`config.mk`:
```
export PLATFORM = sky130hd
export DESIGN_NAME = pong_game_ctrl
export DESIGN_NICKNAME = d
export VERILOG_FILES = /design/src/rtl/pong_game_ctrl.sv
export SDC_FILE = /design/constraint.sdc
export NUM_CORES = 1
export LEC_CHECK = 0
export BUFFER_PORTS_ARGS = -buffer_cell sky130_fd_sc_hd__buf_2
export CAP_MARGIN = 30
export CORE_MARGIN = 1.5
export CORE_UTILIZATION = 50
export DETAILED_ROUTE_END_ITERATION = 6
export GPL_TIMING_DRIVEN = 0
export MAX_ROUTING_LAYER = met4
export PLACE_DENSITY = 0.76
export SYNTH_ARGS = -nofsm -noshare
export SYNTH_HDL_FRONTEND = slang
export SYNTH_SLANG_ARGS = --single-unit
```
`constraint.sdc`:
```
create_clock -name clk -period 1.8 [get_ports clk]
set_clock_uncertainty 0.2 [all_clocks]
set_input_delay 0.36 -clock clk [delete_from_list [all_inputs] [get_ports clk]]
set_output_delay 0.36 -clock clk [all_outputs]
set_load 0.02 [all_outputs]
```
`src/rtl/pong_game_ctrl.sv`:
```
// Game-sequencing controller for pong: owns both BCD scores, overlay select,
// ball hold and serve direction, stepping NEWGAME/PLAY/NEWBALL/OVER phases.
module pong_game_ctrl #(
  parameter int WIN_SCORE   = 5,
  parameter int TIMER_TICKS = 120
) (
  input  logic       clk,
  input  logic       reset,
  input  logic       refr_tick,
  input  logic       btn_start,
  input  logic       p1_miss,
  input  logic       p2_miss,
  output logic [3:0] dig1,
  output logic [3:0] dig0,
  output logic [1:0] text_sel,
  output logic       gra_still,
  output logic       serve_dir,
  output logic [1:0] winner
);

  typedef enum logic [1:0] {NEWGAME, PLAY, NEWBALL, OVER} state_t;

  localparam logic [3:0] WIN_BCD    = 4'(WIN_SCORE);
  localparam logic [7:0] TIMER_LOAD = 8'(TIMER_TICKS);

  state_t     state_reg, state_next;
  logic [7:0] timer_reg, timer_next;
  logic [3:0] dig0_reg, dig0_next;
  logic [3:0] dig1_reg, dig1_next;
  logic [1:0] winner_reg, winner_next;
  logic       serve_dir_reg, serve_dir_next;
  logic       btn_q_reg;

  logic press;
  logic timer_done;
  logic hit0, hit1;
  logic timer_load;

  assign press      = btn_start & ~btn_q_reg;
  assign timer_done = (timer_reg == 8'd0);
  assign hit0       = p1_miss && ((dig0_reg + 4'd1) == WIN_BCD);
  assign hit1       = p2_miss && ((dig1_reg + 4'd1) == WIN_BCD);

  always_ff @(posedge clk) begin
    if (reset) begin
      state_reg     <= NEWGAME;
      timer_reg     <= 8'd0;
      dig0_reg      <= 4'd0;
      dig1_reg      <= 4'd0;
      winner_reg    <= 2'b00;
      serve_dir_reg <= 1'b0;
      btn_q_reg     <= 1'b1;  // a button held through reset must not count as a press
    end else begin
      state_reg     <= state_next;
      timer_reg     <= timer_next;
      dig0_reg      <= dig0_next;
      dig1_reg      <= dig1_next;
      winner_reg    <= winner_next;
      serve_dir_reg <= serve_dir_next;
      btn_q_reg     <= btn_start;
    end
  end

  always_comb begin
    state_next     = state_reg;
    dig0_next      = dig0_reg;
    dig1_next      = dig1_reg;
    winner_next    = winner_reg;
    serve_dir_next = serve_dir_reg;
    timer_load     = 1'b0;
    text_sel       = 2'b01;
    gra_still      = 1'b1;

    case (state_reg)
      NEWGAME: begin
        if (press) state_next = PLAY;
      end
      PLAY: begin
        text_sel  = 2'b00;
        gra_still = 1'b0;
        if (p1_miss || p2_miss) begin
          if (p1_miss) dig0_next = dig0_reg + 4'd1;
          if (p2_miss) dig1_next = dig1_reg + 4'd1;
          // a simultaneous double miss leaves the serve side where it was
          if (p1_miss && !p2_miss) serve_dir_next = 1'b0;
          if (p2_miss && !p1_miss) serve_dir_next = 1'b1;
          if (hit0 || hit1) begin
            state_next  = OVER;
            winner_next = {hit0, hit1};
          end else begin
            state_next = NEWBALL;
          end
          timer_load = 1'b1;
        end
      end
      NEWBALL: begin
        if (press && timer_done) state_next = PLAY;
      end
      OVER: begin
        text_sel = 2'b10;
        if (timer_done) begin
          state_next     = NEWGAME;
          dig0_next      = 4'd0;
          dig1_next      = 4'd0;
          winner_next    = 2'b00;
          serve_dir_next = 1'b0;
        end
      end
      default: state_next = NEWGAME;
    endcase
  end

  // Load on phase entry beats a coincident frame tick.
  always_comb begin
    timer_next = timer_reg;
    if (timer_load)
      timer_next = TIMER_LOAD;
    else if (refr_tick && !timer_done)
      timer_next = timer_reg - 8'd1;
  end

  assign dig0      = dig0_reg;
  assign dig1      = dig1_reg;
  assign winner    = winner_reg;
  assign serve_dir = serve_dir_reg;

endmodule

```
==> results of run 1 <==
## routing by layer
metal / up-vias / wire length, µm / track usage (%)
li1: 572 / - / -
met1: 508 / 1220 / 24.7
met2: 15 / 1330 / 37.7
met3: 2 / 62 / 2.54
met4: 0 / 23 / 8.55
met5: - / 0 / -
## Yosys cell counts, drive strengths merged
cell type  instances
dfxtp             22
a21boi             1
nand4              2
nor3b              2
ha                 8
xor2               4
o31a               1
o32ai              2
nor4b              1
inv               13
nand3b             1
mux2               4
a2111oi            1
nand2b             3
a31oi              4
and2               1
clkbuf             2
xnor2              4
mux2i              2
nand2             16
a22oi              1
nor2              15
or2                1
a21oi             12
o21ai              1
nor3               7
a311oi             4
buf                1
a211o              1
or4b               2
nand3              4
a31o               1
## worst paths after layout
check,depth (start not counted),end,start
min,2,btn_q_reg,btn_start
max reg2reg,8,dig0[1],timer_reg[1]
min reg2reg,2,winner[0],winner[0]
max,8,dig0[1],timer_reg[1]
## power by group through the flow
stage	Clock [mW]	Combinational, mW	Sequential, mW
floorplan	0	0.501	0.658
global placement	0	0.592	0.665
detailed placement	0	0.615	0.673
CTS	0.239	0.705	0.663
global route	0.263	0.926	0.681
finish	0.229	0.844	0.672
## worst max-delay path, delay by kind of cell (launching register included)
family | cells | cell delay, ps
flip-flops | 1 | 350
AND/OR/NAND/NOR | 3 | 380
multiplexers | 1 | 310
AO/OA/AOI/OAI | 1 | 180
buffers and inverters | 2 | 230
adder cells (fa/ha/maj) | 1 | 130
## cell families after synthesis
family | after synthesis
buf+inv | 16
simple gates | 55
xor+xnor | 8
mux | 6
fa+ha+maj | 8
compound gates | 29
flops | 22
## cell type report
type	instances	area, µm²	area share (%)
sequential	22	453	27.9
multi-input combinational	106	865	53.3
buffer	3	15.0	0.925
tap	30	37.5	2.31
inverter	13	48.8	3.01
clock buffer	4	26.3	1.62
timing repair buffer	29	178	10.9
## repair_timing
action                     in CTS  in global routing
pin swaps                       5                 11
gates resized for setup        13                 11
setup buffers                   8                  2
hold endpoints to repair        0                  0
setup endpoints to repair      20                 21
==> results.ini, run 1 <==
[run_status]
status=complete, but fails checks
violations=setup timing

[detailed_routing]
antenna_left=0
dr_total_vias=1097
viasPerCell=5.30
drt_iter0_drc=13
drt-wirelength-per-cell_um=12.8
drt-total-wl_um=2640
drc=0
firstDrtPassIters=4

[global_route]
grt_pass1_vias=1012
grt_max_degree=13
grt_usage_pct=21.5
grt_pass1_wl_um=4330
grt_overflow=0
antenna_found_initial=0

[pwr]
finalPower_mw=1.75
p_per_area_nw_per_um2=1080
seq_power_share_pct=38.5
p_comb_share_pct=48.4
intPower_mw=1.08
p_clk_share_pct=13.1
switching_power_mw=0.663
max-vdd-ir-drop_mv=0.665
power.leakage_nw=0.675
p_sw_share_pct=38.0

[logic_synthesis]
yosysWarningCount=0
ys_top_cells_by_area=dfxtp_1 35%, ha_1 7.9%, nand2_1 4.7%
synth_top_family_by_area=simple AND/OR/NAND/NOR gates
synth.avg_cell_area_um2=8.85
synth_compound_area_share_pct=17.5
syn-cell-area_um2=1270
synth_nets=158
syn_inst=144
synth_seq_area_share_pct=34.6
synthMuxAreaShare_pct=5.11
ys_seq_elements=22
synth_top_area_cell=dfxtp_1
yosys.area_share.xor_xnor_pct=5.50
yosys.area_share.adder_pct=7.86
synth_cell_types=38
synth_simple_gate_area_share_pct=24.7
synth_top_area_share_pct=34.6

[place]
placed_area_um2=1430
portBuffers=19
dp_slack_ps=-309
hpwl_um=1890
dpl.cell_count=193
place.gp.congestion=0.702

[clock_network]
cts_tree=yes
path_clk_slew_ps=120
cts_buffers=3
clock_latency_ps=300
clockBufferDepth=2
cts.sinks=22
cts-root-buf=clkbuf_4
hold_buffers=0
htreeDepth=1

[finish]
design_area_um2=1620
drive_above_1_share_pct=38.4
finish.utilization_pct=66.7
final_nets=192
largest_register_ffs=8
fin_cells=207
nFillCells=211
antenna_cells=0
final_cell_mix=19 x buf_2, 16 x dfxtp_1, 15 x nand2_1, 14 x nor2_1
final_common_cell=buf_2
areaGrowthSynthToFinish_pct=27.4

[floorplan]
coreArea_um2=2430
ios=20
die_h_um=53.5
start_util_pct=52.4
die_w_um=53.5
rows=18
dieArea_um2=2860

[worst_setup_path]
crit_fanout=4
crit_path_cell_trace=inv_2, ha_4, nor4b_4, buf_6, nand3_4, a21oi_4, mux2_4, nor2_1
max_stage_delay_ps=350
crit_required_ps=1840
arrival_ps=1880
crit_type=flip-flop to flip-flop
r2r_slack_ps=-40
cp-end-kind=flip-flop
cp_slowest_cell=dfxtp_2
startpoint_type=flip-flop

[timing]
post-route-period-util_pct=102
period_minus_slack_ps=1840
rsz0062_at_grt=true
hold-worst-slack_ps=67.7
setup_ws_ps=-40.5
worst_slew_pin_slew_ps=499
hold_viol=0
fmax_mhz=543
maxSlewViolCount=0
slew_headroom_pct=66.7
setup_viol=5
tns_ps=-144

[flow_run]
max-cap-violations=0

[min_path]
hold_path_class=primary input to flip-flop

(Power assumes the default switching activity.)
==> run 2: changes to the inputs <==
- REMOVE_ABC_BUFFERS: unset -> 1
==> run 2 against run 1 <==
The run still ends with setup timing left. Power is 1.4% lower. Clock power decreased by 4%. Routed wire length increased by 21%. Fmax is 2.6% lower. Register-to-register slack lost 50 ps. Non-clock buffer count is 8 higher. Critical endpoint is now winner[1]. Largest cell class unchanged.
==> results.ini, run 2 (same netlist as run 1, synthesis figures left out) <==
[run_status]
status=complete, but fails checks  ; unchanged
violations=setup timing  ; unchanged

[clock_network]
path_clk_slew_ps=120  ; about the same
cts-root-buf=clkbuf_4  ; unchanged
clock_latency_ps=300  ; about the same
cts.sinks=22  ; unchanged
hold_buffers=0  ; unchanged
cts_tree=yes  ; unchanged
htreeDepth=1  ; unchanged
clockBufferDepth=2  ; unchanged
cts_buffers=3  ; unchanged

[timing]
period_minus_slack_ps=1890  ; was 1840 ps
maxSlewViolCount=0  ; unchanged
tns_ps=-545  ; was -144 ps
setup_viol=9  ; was 5
setup_ws_ps=-89.4  ; was -40.5 ps
slew_headroom_pct=69.7  ; was 66.7%
worst_slew_pin_slew_ps=455  ; was 499 ps
post-route-period-util_pct=105  ; was 102%
rsz0062_at_grt=true  ; unchanged
hold_viol=0  ; unchanged
hold-worst-slack_ps=60.1  ; was 67.7 ps
fmax_mhz=529  ; was 543 MHz

[finish]
finish.utilization_pct=70.3  ; was 66.7%
final_common_cell=buf_2  ; unchanged
areaGrowthSynthToFinish_pct=34.2  ; was 27.4%
final_cell_mix=19 x buf_2, 17 x buf_4, 15 x nor2_1, 15 x dfxtp_1, 13 x nand2_1  ; was 19 x buf_2, 16 x dfxtp_1, 15 x nand2_1, 14 x nor2_1
final_nets=200  ; was 192
drive_above_1_share_pct=42.9  ; was 38.4%
antenna_cells=0  ; unchanged
largest_register_ffs=8  ; unchanged
design_area_um2=1710  ; was 1620 µm²

[floorplan]
die_h_um=53.5  ; unchanged
coreArea_um2=2430  ; unchanged
rows=18  ; unchanged
ios=20  ; unchanged
start_util_pct=52.4  ; unchanged
die_w_um=53.5  ; unchanged
dieArea_um2=2860  ; unchanged

[worst_setup_path]
crit_fanout=4  ; unchanged
crit_type=flip-flop to flip-flop  ; unchanged
cp-end-kind=flip-flop  ; unchanged
cp-startpoint=dig0[0]  ; was timer_reg[1]
worst_r2r_startpoint=dig0[0]  ; was timer_reg[1]
crit_required_ps=1780  ; was 1840 ps
startpoint_type=flip-flop  ; unchanged
arrival_ps=1870  ; was 1880 ps

[pwr]
finalPower_mw=1.72  ; was 1.75 mW
switching_power_mw=0.651  ; was 0.663 mW
p_comb_share_pct=48.4  ; about the same
p_per_area_nw_per_um2=1010  ; was 1080 nW/µm²
power.leakage_nw=0.724  ; was 0.675 nW
seq_power_share_pct=38.8  ; was 38.5%
intPower_mw=1.07  ; was 1.08 mW
p_sw_share_pct=37.8  ; was 38.0%
p_clk_share_pct=12.7  ; was 13.1%
max-vdd-ir-drop_mv=0.865  ; was 0.665 mV

[place]
placed_area_um2=1390  ; was 1430 µm²
place.gp.congestion=0.766  ; was 0.702
hpwl_um=1880  ; was 1890 µm
portBuffers=19  ; unchanged

[global_route]
grt_usage_pct=25.7  ; was 21.5%
grt_max_degree=25  ; was 13
grt_pass1_vias=1187  ; was 1012
antenna_found_initial=0  ; unchanged
grt_overflow=0  ; unchanged
grt_pass1_wl_um=5150  ; was 4330 µm

[min_path]
hold_path_class=primary input to flip-flop  ; unchanged
min_from=btn_start  ; unchanged

[detailed_routing]
viasPerCell=5.53  ; was 5.30
dr_total_vias=1183  ; was 1097
wl_met2_um=1720  ; was 1330 µm
firstDrtPassIters=4  ; unchanged
met3RoutedLength_um=123  ; was 62 µm
top_layer_used=met4  ; unchanged
drc=0  ; unchanged
drt-wirelength-per-cell_um=15.0  ; was 12.8 µm
drt_iter0_drc=27  ; was 13
drt-total-wl_um=3200  ; was 2640 µm
antenna_left=0  ; unchanged
wl_met1_um=1330  ; was 1220 µm

[flow_run]
max-cap-violations=0  ; unchanged

==> run 2: changes by cell type in the layout (fill, tap and decap cells not counted), sizes merged <==
cell and delta:
clkbuf -3, buf +10
==> run 2: metrics by stage <==
step                      setup slack, ps  instances
final                               -89.4        214
after global placement               -266        190
after CTS                           -72.5        209
after global routing                 -155        214
after detailed placement             -286        190
after floorplan                     -97.8        141
==> run 2: repair_timing <==
| action | 4_1_cts | 5_1_grt |
|---|---|---|
| pin swaps | 11 | 3 |
| gates cloned | 0 | 0 |
| setup buffers | 16 | 5 |
| gates resized for setup | 35 | 4 |
| setup endpoints to repair | 18 | 21 |
==> run 2: path summary, 6_finish.rpt <==
check	to	slack, ps	depth (start not counted)
max reg2reg	winner[1]	-90	6
min	btn_q_reg	60	2
min reg2reg	winner[1]	280	2
max	winner[1]	-90	6
==> run 2: layout make-up <==
type	count	area, µm²
clock buffer	3	22.5
fill	201	723
inverter	13	53.8
multi-input combinational	106	871
sequential	22	457
tap	30	37.5
timing repair buffer	40	268
==> run 2: per-layer routing <==
metal | track usage [%] | up-vias
met2 | 47.5 | 26
met4 | 5.13 | 0
met1 | 27.7 | 568
li1 | - | 587
met3 | 6.21 | 2
met5 | - | -
==> run 2: critical path, stage by stage, from the launching register on <==
cell,delay [ps]
dfxtp_4,430
buf_6,120
nand3_4,70
or4b_1,500
o31a_2,160
a31oi_4,200
o32ai_1,90
==> run 2: power groups by stage <==
stage	clock, mW	combinational [mW]	sequential, mW
CTS	0.227	0.742	0.666
detailed placement	0	0.601	0.676
floorplan	0	0.491	0.664
global route	0.258	0.921	0.680
finish	0.219	0.833	0.669
global placement	0	0.580	0.672
==> run 3: changes to the inputs <==
- BUFFER_PORTS_ARGS: -buffer_cell sky130_fd_sc_hd__buf_2 -> -buffer_cell sky130_fd_sc_hd__buf_4
- CORE_UTILIZATION: 50 -> 59
- PLACE_DENSITY: 0.76 -> 0.84
- clock period: 1.8 -> 2.3 ns (I/O delays scaled with it)
==> run 3 against run 2 <==
Largest cell class unchanged. Critical path depth is 3 lower. Highest routed layer unchanged. First-iteration DRC count decreased by 19%. Power down 32%. Critical endpoint is now text_sel[1]. Final cell count shrank 11%. The flow now finishes without violations. Sequential power decreased by 22%. Sequential share of layout area increased by 3.4 points.
==> results.ini, run 3 (same netlist as run 1, synthesis figures left out) <==
[worst_setup_path]
regToRegEndpoint=dig0[1]  ; was winner[1]
worst_r2r_startpoint=timer_reg[0]  ; was dig0[0]
crit_required_ps=1640  ; was 1780 ps
crit_type=flip-flop to output pin  ; was flip-flop to flip-flop
r2r_slack_ps=290  ; was -90 ps
startpoint_type=flip-flop  ; unchanged
crit_fanout=9  ; was 4
arrival_ps=1380  ; was 1870 ps
rr_worst_depth=7  ; was 6
cp-end-kind=output pin  ; was flip-flop

[run_status]
status=complete, no violations  ; was complete, but fails checks

[timing]
period_minus_slack_ps=2040
setup_ws_ps=261  ; was -89.4 ps
tns_ps=0  ; was -545 ps
hold_viol=0  ; unchanged
post-route-period-util_pct=88.7
slew_headroom_pct=69.4  ; was 69.7%
maxSlewViolCount=0  ; unchanged
hold-worst-slack_ps=163  ; was 60.1 ps
worst_slew_pin_slew_ps=458  ; was 455 ps
rsz0062_at_grt=false  ; was true
fmax_mhz=490
setup_viol=0  ; was 9

[finish]
design_area_um2=1460  ; was 1710 µm²
drive_above_1_share_pct=22.1  ; was 42.9%
finish.utilization_pct=72.9  ; was 70.3%
largest_register_ffs=8  ; unchanged
final_common_cell=dfxtp_1  ; was buf_2
antenna_cells=0  ; unchanged
areaGrowthSynthToFinish_pct=14.6  ; was 34.2%
final_nets=179  ; was 200
nFillCells=159  ; was 201
final_cell_mix=22 x dfxtp_1, 19 x buf_4, 16 x nand2_1, 15 x nor2_1, 13 x inv_1  ; was 19 x buf_2, 17 x buf_4, 15 x nor2_1, 15 x dfxtp_1, 13 x nand2_1

[clock_network]
cts_buffers=3  ; unchanged
htreeDepth=1  ; unchanged
path_clk_slew_ps=110  ; was 120 ps
cts-root-buf=clkbuf_4  ; unchanged
clockBufferDepth=2  ; unchanged
clock_latency_ps=310  ; was 300 ps
cts_tree=yes  ; unchanged
hold_buffers=0  ; unchanged
cts.sinks=22  ; unchanged
cts-resized-gates=0  ; was 35
post_cts_buffers=0  ; was 16

[global_route]
grt_usage_pct=23.0  ; was 25.7%
grt_pass1_vias=981  ; was 1187
grt_overflow=0  ; unchanged
grt_max_degree=25  ; unchanged
grt_pass1_wl_um=4280  ; was 5150 µm
antenna_found_initial=0  ; unchanged

[pwr]
p_per_area_nw_per_um2=797  ; was 1010 nW/µm²
max-vdd-ir-drop_mv=0.478  ; was 0.865 mV
power.leakage_nw=0.589  ; was 0.724 nW

[floorplan]
die_h_um=49.5  ; was 53.5 µm
coreArea_um2=2000  ; was 2430 µm²
dieArea_um2=2450  ; was 2860 µm²
rows=16  ; was 18
start_util_pct=63.6  ; was 52.4%
ios=20  ; unchanged
die_w_um=49.5  ; was 53.5 µm

[detailed_routing]
drt-wirelength-per-cell_um=12.9  ; was 15.0 µm
drt_iter0_drc=22  ; was 27
drc=0  ; unchanged
firstDrtPassIters=4  ; unchanged
viasPerCell=5.67  ; was 5.53
antenna_left=0  ; unchanged
drt-total-wl_um=2450  ; was 3200 µm
dr_total_vias=1077  ; was 1183

[place]
dp_slack_ps=125  ; was -286 ps
hpwl_um=1870  ; was 1880 µm
placed_area_um2=1440  ; was 1390 µm²
place.gp.congestion=0.875  ; was 0.766
portBuffers=19  ; unchanged

[min_path]
worstHoldEndpoint=btn_q_reg  ; unchanged
hold_path_class=primary input to flip-flop  ; unchanged
whs_path_depth=2  ; unchanged
min_from=btn_start  ; unchanged

[flow_run]
max-cap-violations=0  ; unchanged

## run 3: cell count changes in the layout (fill, tap and decap cells not counted), moves of 4 or more
cell     before  now
buf_2        19    0
dfxtp_1      15   22
buf_6         4    0
dfxtp_2       4    0
inv_1         9   13
mux2_4        4    0
## run 3: metrics by stage
stage | power, mW | instances
after floorplan | 0.904 | 141
after global placement | 0.984 | 187
after detailed placement | 1.00 | 187
after CTS | 1.17 | 190
after global routing | 1.25 | 190
final | 1.16 | 190
## run 3: how the worst max path moves through the flow
stage	startpoint	to	slack (ps)	depth (start not counted)
3_3_place_gp	p1_miss	dig1[1]	160	8
2_1_floorplan	dig0[0]	winner[0]	400	7
6_report	state_reg[1]	text_sel[1]	260	3
3_5_place_dp	p1_miss	dig0[1]	120	8
5_1_grt	timer_reg[0]	dig0[1]	100	7
4_1_cts	timer_reg[0]	dig0[1]	230	7
## run 3: final cells by class
class | instances | area [µm²] | area share, %
multi-input cells | 106 | 772 | 52.9
flip-flops and latches | 22 | 440 | 30.2
repair buffers | 19 | 143 | 9.77
inverters | 13 | 48.8 | 3.34
well taps | 27 | 33.8 | 2.31
clock buffers | 3 | 22.5 | 1.54
## run 3: where the power goes
group          switching [mW]  total, mW  internal [mW]
clock                   0.109      0.170         0.0612
combinational           0.247      0.473          0.226
sequential             0.0779      0.520          0.442
## run 3: critical path, stage by stage (launching register included)
cell and delay [ps]:
dfxtp_1 550, nand2_1 280, inv_1 110, buf_4 140
## run 3: per-layer routing
layer / vias up / GRT usage [%] / routed length (µm) / part of all wire, %
met4: 0 / 6.02 / 23 / 0.94
met1: 500 / 28.0 / 1080 / 44
met3: 3 / 2.73 / 73 / 3.0
li1: 552 / - / - / -
met5: - / - / 0 / 0
met2: 22 / 40.5 / 1270 / 52
